File: src/rtl/uart_rx_cmd_ctrl_if.sv
// Handshake/bus bundle between the UART receiver, command sequencer and
// register file / ALU.
//   rx side : rx_p_data, rx_data_valid, parity_error, stop_error
//   rf side : rf_wr_en, rf_rd_en, rf_addr, rf_wr_data
//   alu side: alu_en, alu_fun
//   status  : busy, frame_err
// master drives the receive byte stream; slave is the sequencer.
interface uart_rx_cmd_ctrl_if #(
    parameter int DATA_WIDTH = 8,
    parameter int ADDR_WIDTH = 4
);
    logic [DATA_WIDTH-1:0] rx_p_data;
    logic                  rx_data_valid;
    logic                  parity_error;
    logic                  stop_error;

    logic                  rf_wr_en;
    logic                  rf_rd_en;
    logic [ADDR_WIDTH-1:0] rf_addr;
    logic [DATA_WIDTH-1:0] rf_wr_data;

    logic                  alu_en;
    logic [3:0]            alu_fun;

    logic                  busy;
    logic                  frame_err;

    modport master (
        output rx_p_data,
        output rx_data_valid,
        output parity_error,
        output stop_error,
        input  rf_wr_en,
        input  rf_rd_en,
        input  rf_addr,
        input  rf_wr_data,
        input  alu_en,
        input  alu_fun,
        input  busy,
        input  frame_err
    );

    modport slave (
        input  rx_p_data,
        input  rx_data_valid,
        input  parity_error,
        input  stop_error,
        output rf_wr_en,
        output rf_rd_en,
        output rf_addr,
        output rf_wr_data,
        output alu_en,
        output alu_fun,
        output busy,
        output frame_err
    );
endinterface

File: src/rtl/uart_rx_cmd_ctrl.sv
// Command sequencer behind the UART receiver: assembles multi-byte command
// frames and issues single-cycle register-file and ALU strobes.
// Ports: clk, rst (sync, active-high), bus (uart_rx_cmd_ctrl_if.slave).
// Frames: AA addr data -> write | BB addr -> read |
//         CC opa opb fun -> two operand writes + ALU | DD fun -> ALU.
module uart_rx_cmd_ctrl #(
    parameter int DATA_WIDTH = 8,
    parameter int ADDR_WIDTH = 4,
    parameter int TIMEOUT    = 50000,
    parameter int OPA_ADDR   = 0,
    parameter int OPB_ADDR   = 1
) (
    input  logic                clk,
    input  logic                rst,
    uart_rx_cmd_ctrl_if.slave   bus
);

    typedef enum logic [2:0] {
        S_IDLE,
        S_WR_ADDR,
        S_WR_DATA,
        S_RD_ADDR,
        S_ALU_OPA,
        S_ALU_OPB,
        S_ALU_FUN
    } state_t;

    localparam logic [15:0] LP_TO_LAST = 16'(TIMEOUT - 1);

    localparam logic [DATA_WIDTH-1:0] LP_CMD_WR  = DATA_WIDTH'(8'hAA);
    localparam logic [DATA_WIDTH-1:0] LP_CMD_RD  = DATA_WIDTH'(8'hBB);
    localparam logic [DATA_WIDTH-1:0] LP_CMD_ALU = DATA_WIDTH'(8'hCC);
    localparam logic [DATA_WIDTH-1:0] LP_CMD_FUN = DATA_WIDTH'(8'hDD);

    localparam logic [ADDR_WIDTH-1:0] LP_OPA = ADDR_WIDTH'(OPA_ADDR);
    localparam logic [ADDR_WIDTH-1:0] LP_OPB = ADDR_WIDTH'(OPB_ADDR);

    state_t                r_state;
    logic [15:0]           r_to_cnt;
    logic [ADDR_WIDTH-1:0] r_wr_addr;

    logic                  r_wr_en;
    logic                  r_rd_en;
    logic [ADDR_WIDTH-1:0] r_addr;
    logic [DATA_WIDTH-1:0] r_wr_data;
    logic                  r_alu_en;
    logic [3:0]            r_alu_fun;
    logic                  r_busy;
    logic                  r_frame_err;

    logic                  w_line_err;
    logic                  w_accept;
    logic [DATA_WIDTH-1:0] w_byte;

    // A line error poisons the byte even when rx_data_valid is high.
    assign w_line_err = bus.parity_error | bus.stop_error;
    assign w_accept   = bus.rx_data_valid & ~w_line_err;
    assign w_byte     = bus.rx_p_data;

    always_ff @(posedge clk) begin
        if (rst) begin
            r_state     <= S_IDLE;
            r_to_cnt    <= '0;
            r_wr_addr   <= '0;
            r_wr_en     <= 1'b0;
            r_rd_en     <= 1'b0;
            r_addr      <= '0;
            r_wr_data   <= '0;
            r_alu_en    <= 1'b0;
            r_alu_fun   <= '0;
            r_busy      <= 1'b0;
            r_frame_err <= 1'b0;
        end else begin
            // Strobes are single-cycle; data fields hold their last value.
            r_wr_en     <= 1'b0;
            r_rd_en     <= 1'b0;
            r_alu_en    <= 1'b0;
            r_frame_err <= 1'b0;

            if (w_line_err) begin
                r_state     <= S_IDLE;
                r_busy      <= 1'b0;
                r_to_cnt    <= '0;
                r_frame_err <= 1'b1;
            end else if (w_accept) begin
                // An accepted byte beats a timeout landing on the same edge.
                r_to_cnt <= '0;
                unique case (r_state)
                    S_IDLE: begin
                        case (w_byte)
                            LP_CMD_WR: begin
                                r_state <= S_WR_ADDR;
                                r_busy  <= 1'b1;
                            end
                            LP_CMD_RD: begin
                                r_state <= S_RD_ADDR;
                                r_busy  <= 1'b1;
                            end
                            LP_CMD_ALU: begin
                                r_state <= S_ALU_OPA;
                                r_busy  <= 1'b1;
                            end
                            LP_CMD_FUN: begin
                                r_state <= S_ALU_FUN;
                                r_busy  <= 1'b1;
                            end
                            default: begin
                                r_frame_err <= 1'b1;
                            end
                        endcase
                    end
                    S_WR_ADDR: begin
                        r_wr_addr <= w_byte[ADDR_WIDTH-1:0];
                        r_state   <= S_WR_DATA;
                    end
                    S_WR_DATA: begin
                        r_wr_en   <= 1'b1;
                        r_addr    <= r_wr_addr;
                        r_wr_data <= w_byte;
                        r_state   <= S_IDLE;
                        r_busy    <= 1'b0;
                    end
                    S_RD_ADDR: begin
                        r_rd_en <= 1'b1;
                        r_addr  <= w_byte[ADDR_WIDTH-1:0];
                        r_state <= S_IDLE;
                        r_busy  <= 1'b0;
                    end
                    S_ALU_OPA: begin
                        r_wr_en   <= 1'b1;
                        r_addr    <= LP_OPA;
                        r_wr_data <= w_byte;
                        r_state   <= S_ALU_OPB;
                    end
                    S_ALU_OPB: begin
                        r_wr_en   <= 1'b1;
                        r_addr    <= LP_OPB;
                        r_wr_data <= w_byte;
                        r_state   <= S_ALU_FUN;
                    end
                    S_ALU_FUN: begin
                        r_alu_en  <= 1'b1;
                        r_alu_fun <= w_byte[3:0];
                        r_state   <= S_IDLE;
                        r_busy    <= 1'b0;
                    end
                    default: begin
                        r_state <= S_IDLE;
                        r_busy  <= 1'b0;
                    end
                endcase
            end else if (r_state == S_IDLE) begin
                r_to_cnt <= '0;
            end else if (r_to_cnt == LP_TO_LAST) begin
                // Frame stalled: the sender went quiet mid-frame.
                r_state     <= S_IDLE;
                r_busy      <= 1'b0;
                r_to_cnt    <= '0;
                r_frame_err <= 1'b1;
            end else begin
                r_to_cnt <= r_to_cnt + 16'd1;
            end
        end
    end

    assign bus.rf_wr_en   = r_wr_en;
    assign bus.rf_rd_en   = r_rd_en;
    assign bus.rf_addr    = r_addr;
    assign bus.rf_wr_data = r_wr_data;
    assign bus.alu_en     = r_alu_en;
    assign bus.alu_fun    = r_alu_fun;
    assign bus.busy       = r_busy;
    assign bus.frame_err  = r_frame_err;

endmodule
File: src/flat_wrapper.sv
// flat-port wrapper written by rule: the top's interface ports become plain ports
module uart_rx_cmd_ctrl_flat 
#(
    parameter int DATA_WIDTH = 8,
    parameter int ADDR_WIDTH = 4,
    parameter int TIMEOUT    = 50000,
    parameter int OPA_ADDR   = 0,
    parameter int OPB_ADDR   = 1
)
  (clk, rst, bus_rx_p_data, bus_rx_data_valid, bus_parity_error, bus_stop_error, bus_rf_wr_en, bus_rf_rd_en, bus_rf_addr, bus_rf_wr_data, bus_alu_en, bus_alu_fun, bus_busy, bus_frame_err);
  uart_rx_cmd_ctrl_if #(.DATA_WIDTH(DATA_WIDTH), .ADDR_WIDTH(ADDR_WIDTH)) bus_i ();
  input  logic clk;
  input  logic rst;
  input wire logic [$bits(bus_i.rx_p_data)-1:0] bus_rx_p_data;
  input wire logic [$bits(bus_i.rx_data_valid)-1:0] bus_rx_data_valid;
  input wire logic [$bits(bus_i.parity_error)-1:0] bus_parity_error;
  input wire logic [$bits(bus_i.stop_error)-1:0] bus_stop_error;
  output wire logic [$bits(bus_i.rf_wr_en)-1:0] bus_rf_wr_en;
  output wire logic [$bits(bus_i.rf_rd_en)-1:0] bus_rf_rd_en;
  output wire logic [$bits(bus_i.rf_addr)-1:0] bus_rf_addr;
  output wire logic [$bits(bus_i.rf_wr_data)-1:0] bus_rf_wr_data;
  output wire logic [$bits(bus_i.alu_en)-1:0] bus_alu_en;
  output wire logic [$bits(bus_i.alu_fun)-1:0] bus_alu_fun;
  output wire logic [$bits(bus_i.busy)-1:0] bus_busy;
  output wire logic [$bits(bus_i.frame_err)-1:0] bus_frame_err;
  assign bus_i.rx_p_data = bus_rx_p_data;
  assign bus_i.rx_data_valid = bus_rx_data_valid;
  assign bus_i.parity_error = bus_parity_error;
  assign bus_i.stop_error = bus_stop_error;
  assign bus_rf_wr_en = bus_i.rf_wr_en;
  assign bus_rf_rd_en = bus_i.rf_rd_en;
  assign bus_rf_addr = bus_i.rf_addr;
  assign bus_rf_wr_data = bus_i.rf_wr_data;
  assign bus_alu_en = bus_i.alu_en;
  assign bus_alu_fun = bus_i.alu_fun;
  assign bus_busy = bus_i.busy;
  assign bus_frame_err = bus_i.frame_err;
  uart_rx_cmd_ctrl #(.DATA_WIDTH(DATA_WIDTH), .ADDR_WIDTH(ADDR_WIDTH), .TIMEOUT(TIMEOUT), .OPA_ADDR(OPA_ADDR), .OPB_ADDR(OPB_ADDR)) u_core (.clk(clk), .rst(rst), .bus(bus_i));
endmodule
File: config.mk
export PLATFORM = sky130hd
export DESIGN_NAME = uart_rx_cmd_ctrl_flat
export DESIGN_NICKNAME = d
export VERILOG_FILES = /design/src/rtl/uart_rx_cmd_ctrl_if.sv /design/src/rtl/uart_rx_cmd_ctrl.sv /design/src/flat_wrapper.sv
export SDC_FILE = /design/constraint.sdc
export NUM_CORES = 1
export LEC_CHECK = 0
export CAP_MARGIN = 10
export CORE_ASPECT_RATIO = 1.1
export CORE_MARGIN = 3
export CORE_UTILIZATION = 56
export CTS_CLUSTER_SIZE = 40
export DETAILED_ROUTE_END_ITERATION = 16
export HOLD_SLACK_MARGIN = 0.02
export PLACE_DENSITY = 0.85
export SLEW_MARGIN = 20
export SYNTH_ARGS = -nofsm -noshare
export SYNTH_HDL_FRONTEND = slang
export SYNTH_SLANG_ARGS = --single-unit
File: constraint.sdc
create_clock -name clk -period 3.19 [get_ports clk]
set_input_delay 0.319 -clock clk [delete_from_list [all_inputs] [get_ports clk]]
set_output_delay 0.319 -clock clk [all_outputs]
set_load 0.02 [all_outputs]
After elaboration in Yosys (flattened, before gate mapping):

Cells that the tools add are included.
W data, S select, Z words.

* input port bits: 13
* flip-flop bits (word level): 44
* output and inout port bits: 21

* muxes and demuxes: 20
* reductions and logical operators: 15
* bitwise gates (word level): 4
* add/sub/neg operators: 1
* eq/ne operators: 15

Operators with widths (number)
* $eq A8 B8 Y1 const B: 4
* $pmux W3 S4: 2
* $add A16 B1 Y16 const B: 1
* $eq A16 B16 Y1 const B: 1
* $pmux W4 S4: 1
* $reduce_and A3 Y1: 5
* $mux W1: 13
* $eq A3 B3 Y1 const B: 3
* $mux W3: 3
* $reduce_or A3 Y1: 3
* $eq A3 B2 Y1 const B: 2
* $ne A5 B5 Y1 const B: 1
* $reduce_or A5 Y1: 1
* $ne A2 B2 Y1 const B: 2
* $reduce_and A4 Y1: 1
* $reduce_bool A4 Y1: 1
* $reduce_or A4 Y1: 1
* $eq A3 B1 Y1 const B: 1
* $logic_not A3 Y1: 1
* $ne A2 B1 Y1 const B: 1
* $not A1 Y1: 2
* $pmux W1 S2: 1
* $reduce_bool A2 Y1: 1
* $reduce_or A2 Y1: 1
* 2 further kinds: 2

Depth between registers and ports, before layout:

* word-level depth: 6
* depth in mapped cells: 6

Worst setup path after synthesis:

OpenSTA, ideal clock, no wires.

* path type: register to register
* start: register u_core.r_to_cnt[5]
* end: register u_core.r_to_cnt[15]
* setup time: 0.115 ns
* stages on the path, launching flop included: 6
* required time: 3.075 ns
* path buffers: 1
* data arrival time: 1.664 ns
* setup slack: 1.412 ns
* cell sequence: dfxtp_1 or4b_1 or4_4 nand2_2 buf_6 nor2_1

* word-level cells in the longest chain between the ends: 2
* elaborated cells between the ends (all ways): 3

Ends and longest elaborated chain
* start, declared: RTL line uart_rx_cmd_ctrl.sv:39 `logic [15:0] r_to_cnt;`
* start signal, assigned: RTL line uart_rx_cmd_ctrl.sv:161 `r_to_cnt <= r_to_cnt + 16'd1;`
* parallel branches: the longest is 2 deep, another holds $add A16 B1 Y16

Parallel ways; which one is timed is not known.
A chain may end at the register's enable or synchronous reset.

Worst setup path after layout:

* start: register u_core.r_to_cnt[5]
* end: register u_core.r_to_cnt[2]

* word-level cells in the longest chain between the ends: 2

Ends and longest elaborated chain
* $eq A16 B16 Y1: RTL line uart_rx_cmd_ctrl.sv:154 `end else if (r_to_cnt == LP_TO_LAST) begin`
* $reduce_or A5 Y1 (no line)

Every way passes these cells.

==> impl_metrics.csv <==
group,metric,value,unit
outcome,status,"completed",
floorplanning,core,3390,µm²
timing,rsz0062_at_grt,"false",
drt,first_pass_iters,4,
finish,syn_to_final_growth,23.0,%
yosys,avgSynthCellArea,8.66,µm²
finish,num_antenna_cells,0,
yosys,ys_async_sr_fraction,0,%
drt,num_vias,1711,
floorplanning,die_h,68.5,µm
timing,worst_slew_pin_slew,0.686,ns
clock_tree,clk_latency,0.36,ns
worst_setup_path,r2r_cells,4,
timing,post-route-min-period,1.93,ns
worst_setup_path,crit_start,"u_core.r_to_cnt[5]$_SDFF_PP0_",
worst_setup_path,required,3.45,ns
floorplanning,num_rows,22,
power_and_ir_drop,finalPower,0.980,mW
yosys,synth_edf_count,0,
grt,grt_pass1_wl,6.73,mm
worst_setup_path,criticalPathCategory,"flip-flop to flip-flop",
power_and_ir_drop,p_per_area,400,nW/µm²
timing,max_freq,518,MHz
clock_tree,cts-root-buf,"clkbuf_4",
run,maxCapViolations,0,
worst_setup_path,cp-endpoint,"u_core.r_to_cnt[2]$_SDFF_PP0_",
worst_setup_path,cp_data_arrival_time,2.19,ns
yosys,syn_inst,230,
yosys,ys_seq_area_share,44.2,%
yosys,synth_warnings,0,
yosys,synth_ff_type,"dfxtp_1",
grt,grt_max_degree,26,
yosys,synth_cell_types,43,
worst_setup_path,rr_startpoint,"u_core.r_to_cnt[5]$_SDFF_PP0_",
timing,setup_ws,1.26,ns
grt,antenna_found_initial,0,
floorplanning,start_util,58.8,%
clock_tree,cts_tree,"built",
drt,post_drt_via_cell_ratio,5.50,
yosys,synth_top_cell_by_area,"dfxtp_1",
drt,routed_wl,4.00,mm
clock_tree,hold_buffers,0,
timing,setup_viol,0,
worst_setup_path,endpoint_kind,"flip-flop",
worst_setup_path,reg2reg_slack,1.26,ns
clock_tree,cts_made_buffers,5,
power_and_ir_drop,ir_drop,0.298,mV
finish,nNetsFinal,276,
finish,drive_gt1_share,6.08,%
worst_setup_path,reg2reg_to,"u_core.r_to_cnt[2]$_SDFF_PP0_",
drt,post-route-drc-count,0,
drt,ant_nets,0,
clock_tree,cts_resized,0,
placement,port-buffer-count,33,
grt,grt_pass1_vias,1560,
min_path,hp-class,"flip-flop to flip-flop",
floorplanning,die_w,62.8,µm
placement,dpl.hpwl,2.78,mm
clock_tree,clkTransAtPathRegs,0.13,ns
timing,relSlewSlack,53.9,%
grt,grt-ovfl-total,0,
timing,hold_viol,0,
timing,finalCritPeriodShare,60.5,%
power_and_ir_drop,power_leakage,0.806,nW
clock_tree,cts_sinks,44,
worst_setup_path,cp-start-kind,"flip-flop",
yosys,ys_seq_elements,44,
drt,wire_per_inst,12.8,µm
worst_setup_path,cp_max_fo,15,
drt,drtIter0Drc,99,
yosys,yosysMostFrequentCell,"dfxtp_1",
timing,tns,0,ns
clock_tree,cts_setup_buffers,0,
placement,dp_slack,0.958,ns
floorplanning,io_pins,34,
yosys,synthTopCellsByCount,"dfxtp_1, nor2_1, nand2_1",
timing,finalClockSkew,0.0121,ns
yosys,synth_area_leaders,"dfxtp_1, nor2_1, mux2i_1, xnor2_1, nand2_1",
timing,slew_violations,0,
placement,gp_congestion,0.892,
clock_tree,htree_levels,2,
clock_tree,ctsLongestPathBuffers,2,
yosys,synth_top_area_share,44.2,%
grt,grt_usage,19.6,%
yosys,synth_area,1990,µm²
floorplanning,die_area,4310,µm²
yosys,synth_nets,244,
==> metal layers <==
metal	GRT usage [%]	vias up	share of wire, %
li1	-	873	-
met1	24.5	798	49
met2	32.4	32	46
met3	4.54	8	3.5
met4	9.37	0	2.2
met5	0	-	0
==> worst min-delay path by stage <==
stage          depth (start not counted)                                to                              from
4_1_cts                                2  u_core.r_wr_addr[1]$_SDFFE_PP0P_  u_core.r_wr_addr[1]$_SDFFE_PP0P_
5_1_grt                                1     u_core.r_to_cnt[0]$_SDFF_PP0_     u_core.r_to_cnt[0]$_SDFF_PP0_
3_5_place_dp                           1     u_core.r_to_cnt[0]$_SDFF_PP0_     u_core.r_to_cnt[0]$_SDFF_PP0_
2_1_floorplan                          1     u_core.r_to_cnt[0]$_SDFF_PP0_     u_core.r_to_cnt[0]$_SDFF_PP0_
6_report                               1     u_core.r_to_cnt[0]$_SDFF_PP0_     u_core.r_to_cnt[0]$_SDFF_PP0_
3_3_place_gp                           1     u_core.r_to_cnt[0]$_SDFF_PP0_     u_core.r_to_cnt[0]$_SDFF_PP0_
==> registers in the layout, indices dropped and copies added, names as in the netlist <==
name,flops
u_core.r_to_cnt,16
u_core.bus.rf_wr_data,8
u_core.bus.alu_fun,4
u_core.bus.rf_addr,4
u_core.r_wr_addr,4
u_core.r_state,3
u_core.bus.alu_en,1
u_core.bus.busy,1
u_core.bus.frame_err,1
u_core.bus.rf_rd_en,1
u_core.bus.rf_wr_en,1
==> kinds of logic after synthesis <==
kind of cell,count (synthesis),share of synthesized area [%]
buffers and inverters,15,3.27
adder cells (fa/ha/maj),1,0.628
multiplexers,13,6.54
flip-flops,44,44.2
AND/OR/NAND/NOR,108,27.8
XOR/XNOR,16,7.04
AO/OA/AOI/OAI,33,10.5
==> critical path, cell delays in order (launching register included) <==
cell	delay, ns
dfxtp_1	0.38
or4b_1	0.52
or4_4	0.58
nand2_2	0.26
nor2_1	0.09
==> report_power, final <==
part	leakage, nW	switching (mW)	internal [mW]
combinational	0.400	0.0253	0.0226
sequential	0.355	0.000228	0.550
clock	0.0515	0.174	0.208
==> final cells by class <==
class	instances	area, µm²
Multi-Input combinational cell	171	1040
Sequential cell	44	881
Clock buffer	7	65.1
Fill cell	268	937
Clock inverter	1	30.0
Tap cell	48	60.1
Timing Repair Buffer	36	353
Inverter	4	15.0
==> per-stage QoR <==
step                instances  utilization, %  hold slack [ns]  cell area, µm²
floorplan                 230               -            0.430            1990
global route              311            72.3            0.526            2450
CTS                       311            72.3            0.481            2450
global placement          303            69.5            0.444            2350
finish                    311            72.3            0.482            2450
detailed placement        303            69.5            0.458            2350
==> placed cells by master (no fill, tap or decap), drive strengths merged, types with 2 or more instances in the layout <==
cell type / n
nand2: 20
and4: 2
clkdlybuf4s50: 33
inv: 4
a31oi: 2
or3: 2
mux2i: 13
nor3b: 2
nor3: 12
nand4: 3
clkbuf: 7
a22oi: 3
xor2: 2
nor2: 39
buf: 3
dfxtp: 44
xnor2: 14
nor4: 4
nor2b: 2
o21ai: 7
a211oi: 6
nand4bb: 3
a21oi: 10
nand3: 10
(Power assumes the default switching activity.)
